**config.mk**
```make
export PLATFORM = sky130hd
export DESIGN_NAME = tile_flash_drawer
export DESIGN_NICKNAME = d
export VERILOG_FILES = /design/src/rtl/tile_flash_drawer.sv
export SDC_FILE = /design/constraint.sdc
export NUM_CORES = 1
export LEC_CHECK = 0
export BUFFER_PORTS_ARGS = -buffer_cell sky130_fd_sc_hd__buf_2
export CAP_MARGIN = 20
export CORE_MARGIN = 1.5
export CORE_UTILIZATION = 62
export CTS_BUF_LIST = sky130_fd_sc_hd__clkbuf_16
export DETAILED_ROUTE_END_ITERATION = 8
export PLACE_DENSITY = 0.85
export SLEW_MARGIN = 20
export SYNTH_ARGS = -nofsm -noshare
export SYNTH_HDL_FRONTEND = slang
export SYNTH_SLANG_ARGS = --single-unit
```
**constraint.sdc**
```tcl
create_clock -name clk -period 5 [get_ports clk]
set_clock_uncertainty 0.1 [all_clocks]
set_input_delay 0.75 -clock clk [delete_from_list [all_inputs] [get_ports clk]]
set_output_delay 0.75 -clock clk [all_outputs]
set_load 0.02 [all_outputs]
```
**src/rtl/tile_flash_drawer.sv**
```systemverilog
// Paints an 8x8 tile into the VGA plot port one pixel per clock, holds it lit,
// then optionally repaints it in the erase colour.
module tile_flash_drawer #(
  parameter int          HOLD_CYCLES  = 25000000,
  parameter int          HOLD_W       = 25,
  parameter logic [2:0]  ERASE_COLOUR = 3'b000
) (
  input  logic       clk,
  input  logic       reset,
  input  logic       start,
  input  logic       erase_en,
  input  logic [7:0] tile_x,
  input  logic [7:0] tile_y,
  input  logic [2:0] tile_colour,
  output logic [7:0] vga_x,
  output logic [6:0] vga_y,
  output logic [2:0] vga_colour,
  output logic       plot,
  output logic       busy,
  output logic       done
);

  // state   | meaning
  // S_IDLE  | waiting for start, outputs parked at 0
  // S_DRAW  | scanning 64 pixels in the tile colour
  // S_HOLD  | tile lit, hold timer running
  // S_ERASE | scanning 64 pixels in the erase colour
  // S_DONE  | one-cycle completion pulse
  typedef enum logic [2:0] {
    S_IDLE,
    S_DRAW,
    S_HOLD,
    S_ERASE,
    S_DONE
  } state_t;

  localparam logic [HOLD_W-1:0] HOLD_LAST =
    HOLD_W'((HOLD_CYCLES > 0) ? HOLD_CYCLES - 1 : 0);

  state_t            state, state_nxt;
  logic [5:0]        cnt, cnt_nxt;
  logic [HOLD_W-1:0] hold_cnt, hold_nxt;
  logic [7:0]        base_x;
  logic [6:0]        base_y;
  logic [2:0]        base_colour;
  logic              erase_lat;
  logic              tile_y_unused;

  // The VGA adapter is only 120 rows tall; the top y bit never reaches it.
  assign tile_y_unused = tile_y[7];

  always_ff @(posedge clk or posedge reset) begin
    if (reset) begin
      state       <= S_IDLE;
      cnt         <= '0;
      hold_cnt    <= '0;
      base_x      <= '0;
      base_y      <= '0;
      base_colour <= '0;
      erase_lat   <= 1'b0;
    end else begin
      state    <= state_nxt;
      cnt      <= cnt_nxt;
      hold_cnt <= hold_nxt;
      if (state == S_IDLE && start) begin
        base_x      <= tile_x;
        base_y      <= tile_y[6:0];
        base_colour <= tile_colour;
        erase_lat   <= erase_en;
      end
    end
  end

  always_comb begin
    state_nxt  = state;
    cnt_nxt    = cnt;
    hold_nxt   = hold_cnt;
    plot       = 1'b0;
    busy       = 1'b1;
    done       = 1'b0;
    vga_x      = '0;
    vga_y      = '0;
    vga_colour = '0;

    case (state)
      S_IDLE: begin
        busy = 1'b0;
        if (start) begin
          state_nxt = S_DRAW;
          cnt_nxt   = '0;
        end
      end

      S_DRAW: begin
        plot       = 1'b1;
        vga_x      = base_x + {5'b0, cnt[2:0]};
        vga_y      = base_y + {4'b0, cnt[5:3]};
        vga_colour = base_colour;
        cnt_nxt    = cnt + 6'd1;
        if (cnt == 6'd63) begin
          if (HOLD_CYCLES > 0) begin
            state_nxt = S_HOLD;
            hold_nxt  = '0;
          end else if (erase_lat) begin
            state_nxt = S_ERASE;
          end else begin
            state_nxt = S_DONE;
          end
        end
      end

      S_HOLD: begin
        if (hold_cnt == HOLD_LAST) begin
          cnt_nxt   = '0;
          state_nxt = erase_lat ? S_ERASE : S_DONE;
        end else begin
          hold_nxt = hold_cnt + 1'b1;
        end
      end

      S_ERASE: begin
        plot       = 1'b1;
        vga_x      = base_x + {5'b0, cnt[2:0]};
        vga_y      = base_y + {4'b0, cnt[5:3]};
        vga_colour = ERASE_COLOUR;
        cnt_nxt    = cnt + 6'd1;
        if (cnt == 6'd63) begin
          state_nxt = S_DONE;
        end
      end

      S_DONE: begin
        done      = 1'b1;
        state_nxt = S_IDLE;
      end

      default: begin
        state_nxt = S_IDLE;
      end
    endcase
  end

endmodule

```
== Word level (Yosys, flattened, before mapping) ==
Cells that the tools add are included.
Operators by class
  $add $sub $neg: 4
  mux-type cells: 18
  eq/ne operators: 11
  reduce and logical (&&, ||, !) cells: 8
Operator list (count)
  25-bit two-way mux: 2
  25-bit case mux with 2 select lines: 1
  25-bit by 1-bit adder with 25-bit output, second input constant: 1
  25-bit equality test, second input constant: 1
  3-bit two-way mux: 6
  6-bit case mux with 3 select lines: 1
  6-bit two-way mux: 2
  3-bit case mux with 4 select lines: 1
  2-bit inequality test, second input constant: 5
  8-bit by 3-bit adder with 8-bit output: 1
  8-bit two-way mux: 1
  7-bit by 3-bit adder with 7-bit output: 1
  7-bit two-way mux: 1
  6-bit by 1-bit adder with 6-bit output, second input constant: 1
  3-bit by 2-bit equality test with 1-bit output, second input constant: 2
  6-bit equality test, second input constant: 1
  3-bit AND reduction: 2
  4-bit AND reduction: 1
  3-bit by 1-bit equality test with 1-bit output, second input constant: 1
  3-bit equality test, second input constant: 1
  3-bit logical NOT: 1
  1-bit two-way mux: 3
  3-bit nonzero test: 1
  2-bit nonzero test: 1
  other kinds (2): 2
Word-level totals
  output and inout bits: 21
  logic and storage cells: 48
  bits in registers: 53
  bits of input ports: 23

== Depth between registers and ports, before layout ==
Gate-level depths: netlist of run 1.
  depth in word-level cells: 4
  mapped depth: 8
  gate-level depth less buffers: 7

== Worst setup path after synthesis of run 1 ==
No wires, ideal clock.
  path type: reg2out
  start point: reg cnt[3]
  end point: out vga_y[6]
  path buffers: 0
  setup slack: 2.477 ns
  cell stages (with the launch flop): 8
  required time: 4.150 ns
  arrival time: 1.673 ns
  path through: dfrtp_1 > ha_1 > fa_1 > a21oi_1 > nor2b_1 > nand3_1 > xor2_1 > nor2_1
Between the ends
  word-level cells in the longest chain between the ends: 2
Ends and longest elaborated chain
  start: declaration: RTL line 41  | logic [5:0] cnt, cnt_nxt;
  start signal: assignment: RTL line 63  | cnt <= cnt_nxt;
  7-bit by 3-bit adder with 7-bit output: RTL line 97, 124
  7-bit two-way mux
  end: declaration: RTL line 16  | output logic [6:0] vga_y,
Every way passes these cells.

== Final worst setup path of run 1 ==
  start point: reg cnt[0]
  end point: out vga_x[4]
Between the ends
  word-level cells in the longest chain between the ends: 2
Ends and longest elaborated chain
  8-bit by 3-bit adder with 8-bit output: RTL line 96, 123
  8-bit two-way mux
  end: declaration: RTL line 15  | output logic [7:0] vga_x,
Every way passes these cells.

==> results of run 1 <==
layer usage:
| metal | GRT usage (%) | vias to the layer above | part of all wire, % |
|---|---|---|---|
| li1 | - | 1257 | - |
| met1 | 36.7 | 1285 | 44 |
| met5 | 0 | - | 0 |
| met3 | 3.57 | 5 | 4.3 |
| met2 | 44.0 | 94 | 51 |
| met4 | 7.61 | 0 | 0.70 |
cell usage in the layout (no fill, tap or decap), drive strengths merged, types with 2 or more instances in the layout:
cell	n
or3	7
and2	8
clkbuf	5
a21oi	17
nor3b	3
nor2	18
nand2	19
a211o	15
buf	43
a21o	4
nand2b	2
o211a	3
xnor2	8
nand3	19
o22ai	2
dfrtp	53
and3	18
inv	12
nand4	6
fa	2
mux2	19
nor4	9
o21ai	15
and4	5
nor3	13
nor2b	3
or4	2
xor2	4
ha	8
state kept, by name, indices dropped and copies added (netlist names):
register,count
hold_cnt,25
base_y,7
cnt,6
erase_lat,1
base_x,8
base_colour,3
state,3
power by group through the flow:
stage	clock [mW]	sequential [mW]	combinational [mW]
2_1_floorplan	0	0.449	0.0187
3_3_place_gp	0	0.450	0.0293
3_5_place_dp	0	0.451	0.0331
4_1_cts	0.385	0.443	0.0333
5_1_grt	0.398	0.444	0.0368
6_report	0.383	0.443	0.0325
per-stage QoR:
step	setup slack (ns)	hold slack [ns]	util [%]	cells	instance area, sq um
floorplan	2.48	0.368	-	317	3110
global placement	2.23	0.381	69.7	414	3330
detailed placement	2.19	0.401	70.1	415	3350
CTS	2.00	0.416	73.5	423	3520
global route	1.86	0.430	73.6	423	3520
finish	1.99	0.415	73.6	423	3520
layout make-up:
| class | instances | area, sq um |
|---|---|---|
| multi-input cells | 241 | 1680 |
| flip-flops and latches | 53 | 1330 |
| fillers | 338 | 1260 |
| repair buffers | 43 | 230 |
| clock buffers | 5 | 125 |
| well taps | 67 | 83.8 |
| inverters | 11 | 41.3 |
| clock inverters | 3 | 37.5 |
critical path, delay by kind of cell, from the launching register on:
family,cells,cell delay [ns]
simple gates,2,0.21
xor+xnor,1,0.13
compound gates,1,0.23
buf+inv,1,0.19
fa+ha+maj,2,0.67
flops,1,0.44
cells by family (layout without fill, tap and decap cells):
kind of cell / count (synthesis) / in the layout / share of synthesized area [%]
and+or+nand+nor: 135 / 135 / 24.3
AOI/OAI and AO/OA: 65 / 65 / 14.7
DFF: 53 / 53 / 42.6
buffers and inverters: 23 / 62 / 3.66
muxes: 19 / 19 / 6.87
xor gates and xnor gates: 12 / 12 / 3.38
adders and majority gates: 10 / 10 / 4.50
path summary, 6_finish.rpt:
| check | endpoint | slack (ns) | depth (start not counted) |
|---|---|---|---|
| max in group asynchronous | hold_cnt[16] | 3.80 | 3 |
| hold / removal | base_colour[0] | 0.42 | 1 |
| setup reg to reg | hold_cnt[2] | 2.28 | 5 |
| min in group asynchronous | base_y[6] | 0.44 | 2 |
| setup / recovery | vga_x[4] | 1.99 | 7 |
| hold reg to reg | base_colour[0] | 0.42 | 1 |
==> results by group, run 1 <==
Power
  – Clock power share: 44.6%
  – P_leak: 1.78 nW
  – VDD IR max: 0.205 mV
  – Combinational share of power: 3.8%
  – PD cells: 244 nW/um^2
  – Switching Share: 20.1%
  – Sequential Power Share: 51.6%
  – Internal Power: 686 uW
  – Total power: 859 uW
  – P_sw: 173 uW

Routing
  – Drt total wl: 7020 microns
  – Drt first pass iters: 5
  – Post-route DRC: 0
  – Wire per inst: 16.6 microns
  – DRT iter0 DRCs: 286
  – Routed Antenna Nets: 0
  – DR vias: 2641
  – Via-to-Cell Ratio: 6.24

Logic synthesis
  – Area share of the largest cell type after synthesis: 42.6%
  – Most common cell in the netlist: dfrtp_1
  – Avg Cell Area, Syn: 9.82 sq um
  – Largest cells by area after synthesis: dfrtp_1, mux2_2, a211o_1
  – Cell area after synthesis: 3110 sq um
  – Synth warnings: 0
  – Main synth FF type: dfrtp_1
  – Synthesized instance count: 317
  – Post-synth EDFFs: 0
  – Yosys top cell by area: dfrtp_1
  – Cell variety after synth: 49
  – Sequential area share after synthesis: 42.6%
  – Seq cells post-synth: 53
  – Post-synth net total: 350
  – Top cells by count, synth: dfrtp_1, mux2_2, nand2_1
  – FFs w/ async S/R, synth: 100%

STA
  – Slew HR: 33.4%
  – Fin. Hold Viols: 0
  – Final setup viols: 0
  – Worst Tran Pin Value: 0.998 ns
  – Min cycle time layout: 3.01 ns
  – Max-slew violation count: 0
  – Setup TNS: 0 ns
  – Final period utilization: 60.3%
  – Fmax: 0.332 GHz
  – RSZ-0062 raised after global routing: false

Place
  – DP Wirelength: 4770 microns
  – Buffers on Ports: 42
  – Final GP Congestion: 0.845

Worst setup path
  – Critical path's largest stage delay: 0.44 ns
  – Reg2reg start: state[1]
  – Critical path type: register to primary output
  – Crit path from: cnt[0]
  – Worst Setup End Kind: primary output
  – Worst EP required: 4.15 ns
  – CP startpoint kind: register
  – Arrival time worst endpoint: 2.16 ns
  – Critical path, cell by cell: ha_1 > fa_1 > a21oi_1 > nor2b_1 > xnor2_1 > nor2_1 > buf_2
  – Crit-path slowest cell: dfrtp_1
  – Crit-path max FO: 5

Global route
  – Antenna violations before repair: 0
  – Largest net degree at the start of global routing: 31
  – Grt total ovfl: 0
  – First-pass GRT wire length: 11200 microns
  – Vias in the first global route: 2444
  – Total global-route track usage: 26.6%

Clock network
  – Root Buffer: clkbuf_16
  – Worst skew pair latency: 0.29 ns
  – Num CTS Buffers: 5
  – Bufs on Longest Clock Path: 2
  – Post-CTS Setup Bufs: 0
  – PostCTS Resize Cnt: 0
  – CTS clk-pin slew, worst paths: 0.07 ns
  – CTS tree: yes
  – Hold_buf cts: 0
  – Clock sinks: 53
  – H-Tree Depth: 2

Final layout
  – Layout area overhead: 13.2%
  – ANT cells: 0
  – Final #Nets: 388
  – Layout cells sized above 1: 21.3%

Floorplan
  – Die X: 73.9 microns
  – Core Region: 4790 sq um
  – Starting Density: 65.0%
  – Rows: 25
  – Die H: 73.9 microns
  – Ports: 44
  – Die footprint: 5460 sq um

Min path
  – Worst hold start: base_colour[0]
  – HP Class: register to register

Run status
  – Status: complete, no violations

Flow run
  – Maxcap violations: 0
Note: power is estimated with default switching activity, not from simulation.
==> run 2: changes to the inputs <==
--- a/config.mk
+++ b/config.mk
@@ -8,10 +8,10 @@
 export BUFFER_PORTS_ARGS = -buffer_cell sky130_fd_sc_hd__buf_2
 export CAP_MARGIN = 20
 export CORE_MARGIN = 1.5
-export CORE_UTILIZATION = 62
+export CORE_UTILIZATION = 57
 export CTS_BUF_LIST = sky130_fd_sc_hd__clkbuf_16
 export DETAILED_ROUTE_END_ITERATION = 8
-export PLACE_DENSITY = 0.85
+export PLACE_DENSITY = 0.79
 export SLEW_MARGIN = 20
 export SYNTH_ARGS = -nofsm -noshare
 export SYNTH_HDL_FRONTEND = slang
==> constraint.sdc (replaced) <==
create_clock -name clk -period 2.8 [get_ports clk]
set_clock_uncertainty 0.1 [all_clocks]
set_input_delay 0.42 -clock clk [delete_from_list [all_inputs] [get_ports clk]]
set_output_delay 0.42 -clock clk [all_outputs]
set_load 0.02 [all_outputs]
==> run 2 against run 1 <==
Die area rose by 8.4%. Sequential cell count unchanged. Sequential share of layout area rose by 0.067 points. Non-clock buffer count up 4. Power is 66% higher. Wire length down 1.2%. Via count shrank 1.4%. Largest cell class unchanged.
==> results by group, run 2 (synthesis results as in run 1) <==
Routing
  – DR WL met2: 3360 microns
  – Highest Signal Layer: met4
  – Via-to-Cell Ratio: 6.08
  – Met3 wire len: 259 microns
  – Post-route DRC: 0
  – Wire per inst: 16.2 microns
  – M1 WL: 3240 microns
  – Drt first pass iters: 4
  – DR vias: 2604
  – DRT iter0 DRCs: 158
  – Routed Antenna Nets: 0
  – Drt total wl: 6940 microns

Worst setup path
  – Reg2Reg Depth: 7
  – Worst Setup End Kind: primary output
  – Levels on crit path: 8
  – Setup crit end: vga_y[6]
  – CP startpoint kind: register
  – Reg-to-Reg End: hold_cnt[9]
  – Worst EP required: 2.28 ns
  – Worst path bufs/invs: 1
  – Crit path from: cnt[3]
  – Critical path, cell by cell: ha_1 > fa_1 > a21oi_1 > nor2b_1 > nand3_1 > xor2_1 > nor2_1 > buf_2
  – Crit-path slowest cell: dfrtp_1
  – Critical path's largest stage delay: 0.44 ns
  – Reg2reg start: hold_cnt[0]
  – Critical path's top delay family: adder cells
  – Arrival time worst endpoint: 2.13 ns
  – Crit-path max FO: 6
  – Critical path type: register to primary output
  – R2R setup slack: 0.47 ns

Floorplan
  – Die X: 76.9 microns
  – Die H: 76.9 microns
  – Ports: 44
  – Core Region: 5170 sq um
  – Rows: 26
  – Starting Density: 60.2%
  – Die footprint: 5910 sq um

Clock network
  – Hold_buf cts: 0
  – Bufs on Longest Clock Path: 2
  – Clock sinks: 53
  – Root Buffer: clkbuf_16
  – Post-CTS Setup Bufs: 0
  – PostCTS Resize Cnt: 0
  – Worst skew pair latency: 0.28 ns
  – H-Tree Depth: 2
  – CTS tree: yes
  – Num CTS Buffers: 5
  – CTS clk-pin slew, worst paths: 0.06 ns

STA
  – Slew HR: 61.1%
  – Fmax: 0.377 GHz
  – Worst Tran Pin Value: 0.582 ns
  – Setup TNS: 0 ns
  – Final period utilization: 94.8%
  – Final setup viols: 0
  – RSZ-0062 raised after global routing: false
  – Fin. Hold Viols: 0
  – Min cycle time layout: 2.65 ns
  – Max-slew violation count: 0

Power
  – P_leak: 1.78 nW
  – Total power: 1.43 mW
  – VDD IR max: 0.360 mV
  – PD cells: 406 nW/um^2

Global route
  – Grt total ovfl: 0
  – First-pass GRT wire length: 11700 microns
  – Total global-route track usage: 24.4%
  – Largest net degree at the start of global routing: 31
  – Antenna violations before repair: 0
  – Vias in the first global route: 2457

Final layout
  – Commonest cells after routing, fill and taps aside: dfrtp_1, buf_2, nand2_1, mux2_2
  – Largest registers: hold_cnt: 25 flops, base_x: 8 flops, base_y: 7 flops
  – Layout area overhead: 13.0%
  – Layout cells sized above 1: 22.3%
  – Largest Register: hold_cnt
  – ANT cells: 0
  – Max FFs per register: 25
  – Final #Nets: 392
  – Commonest non-fill, non-tap cell in the layout: dfrtp_1

Min path
  – HP Class: primary input to async pin

Place
  – DP Wirelength: 4730 microns
  – Buffers on Ports: 42
  – Final GP Congestion: 0.806

Run status
  – Status: complete, no violations

Flow run
  – Maxcap violations: 0
## run 2: worst reg2reg max path, cell delays in order (launching register included)
cell	delay, ns
dfrtp_1	0.40
ha_1	0.26
nand4b_1	0.19
or4_4	0.47
o21ai_2	0.12
buf_4	0.32
nor4_1	0.11
a211o_1	0.27
## run 2: report_power, final
group / switching, mW / internal (mW) / total, mW
Sequential: 0.0119 / 0.779 / 0.791
Combinational: 0.0288 / 0.0295 / 0.0583
Clock: 0.258 / 0.320 / 0.578
Total: 0.299 / 1.13 / 1.43
## run 2: cell type report
class / count / area [sq um]
Tap cell: 70 / 87.6
Multi-Input combinational cell: 241 / 1670
Sequential cell: 53 / 1330
Clock inverter: 1 / 5.00
Timing Repair Buffer: 47 / 260
Inverter: 11 / 41.3
Fill cell: 405 / 1650
Clock buffer: 5 / 125
## run 2: how the worst min path moves through the flow
stage | startpoint | to | slack (ns) | cells after the start
after detailed placement | base_colour[1] | base_colour[1] | 0.39 | 1
after floorplan | hold_cnt[6] | hold_cnt[6] | 0.37 | 1
after global routing | reset | base_y[0] | 0.15 | 2
final | reset | base_x[3] | 0.09 | 2
after CTS | reset | base_x[3] | 0.12 | 2
after global placement | base_colour[1] | base_colour[1] | 0.38 | 1
## run 2: stage by stage
step                hold slack, ns  setup WS [ns]  std cells  area [sq um]  util, %
floorplan                    0.368          0.607        317          3110        -
global placement             0.382          0.525        422          3390     65.5
detailed placement           0.388          0.451        422          3390     65.5
CTS                          0.116          0.145        428          3520     68.0
global route                 0.151         0.0241        428          3520     68.0
finish                      0.0912          0.147        428          3520     68.0
## run 2: layer usage
layer	vias to the layer above	global-route usage (%)
met5	-	0
met4	0	7.78
met3	7	4.29
met2	55	38.9
met1	1276	33.9
li1	1266	-
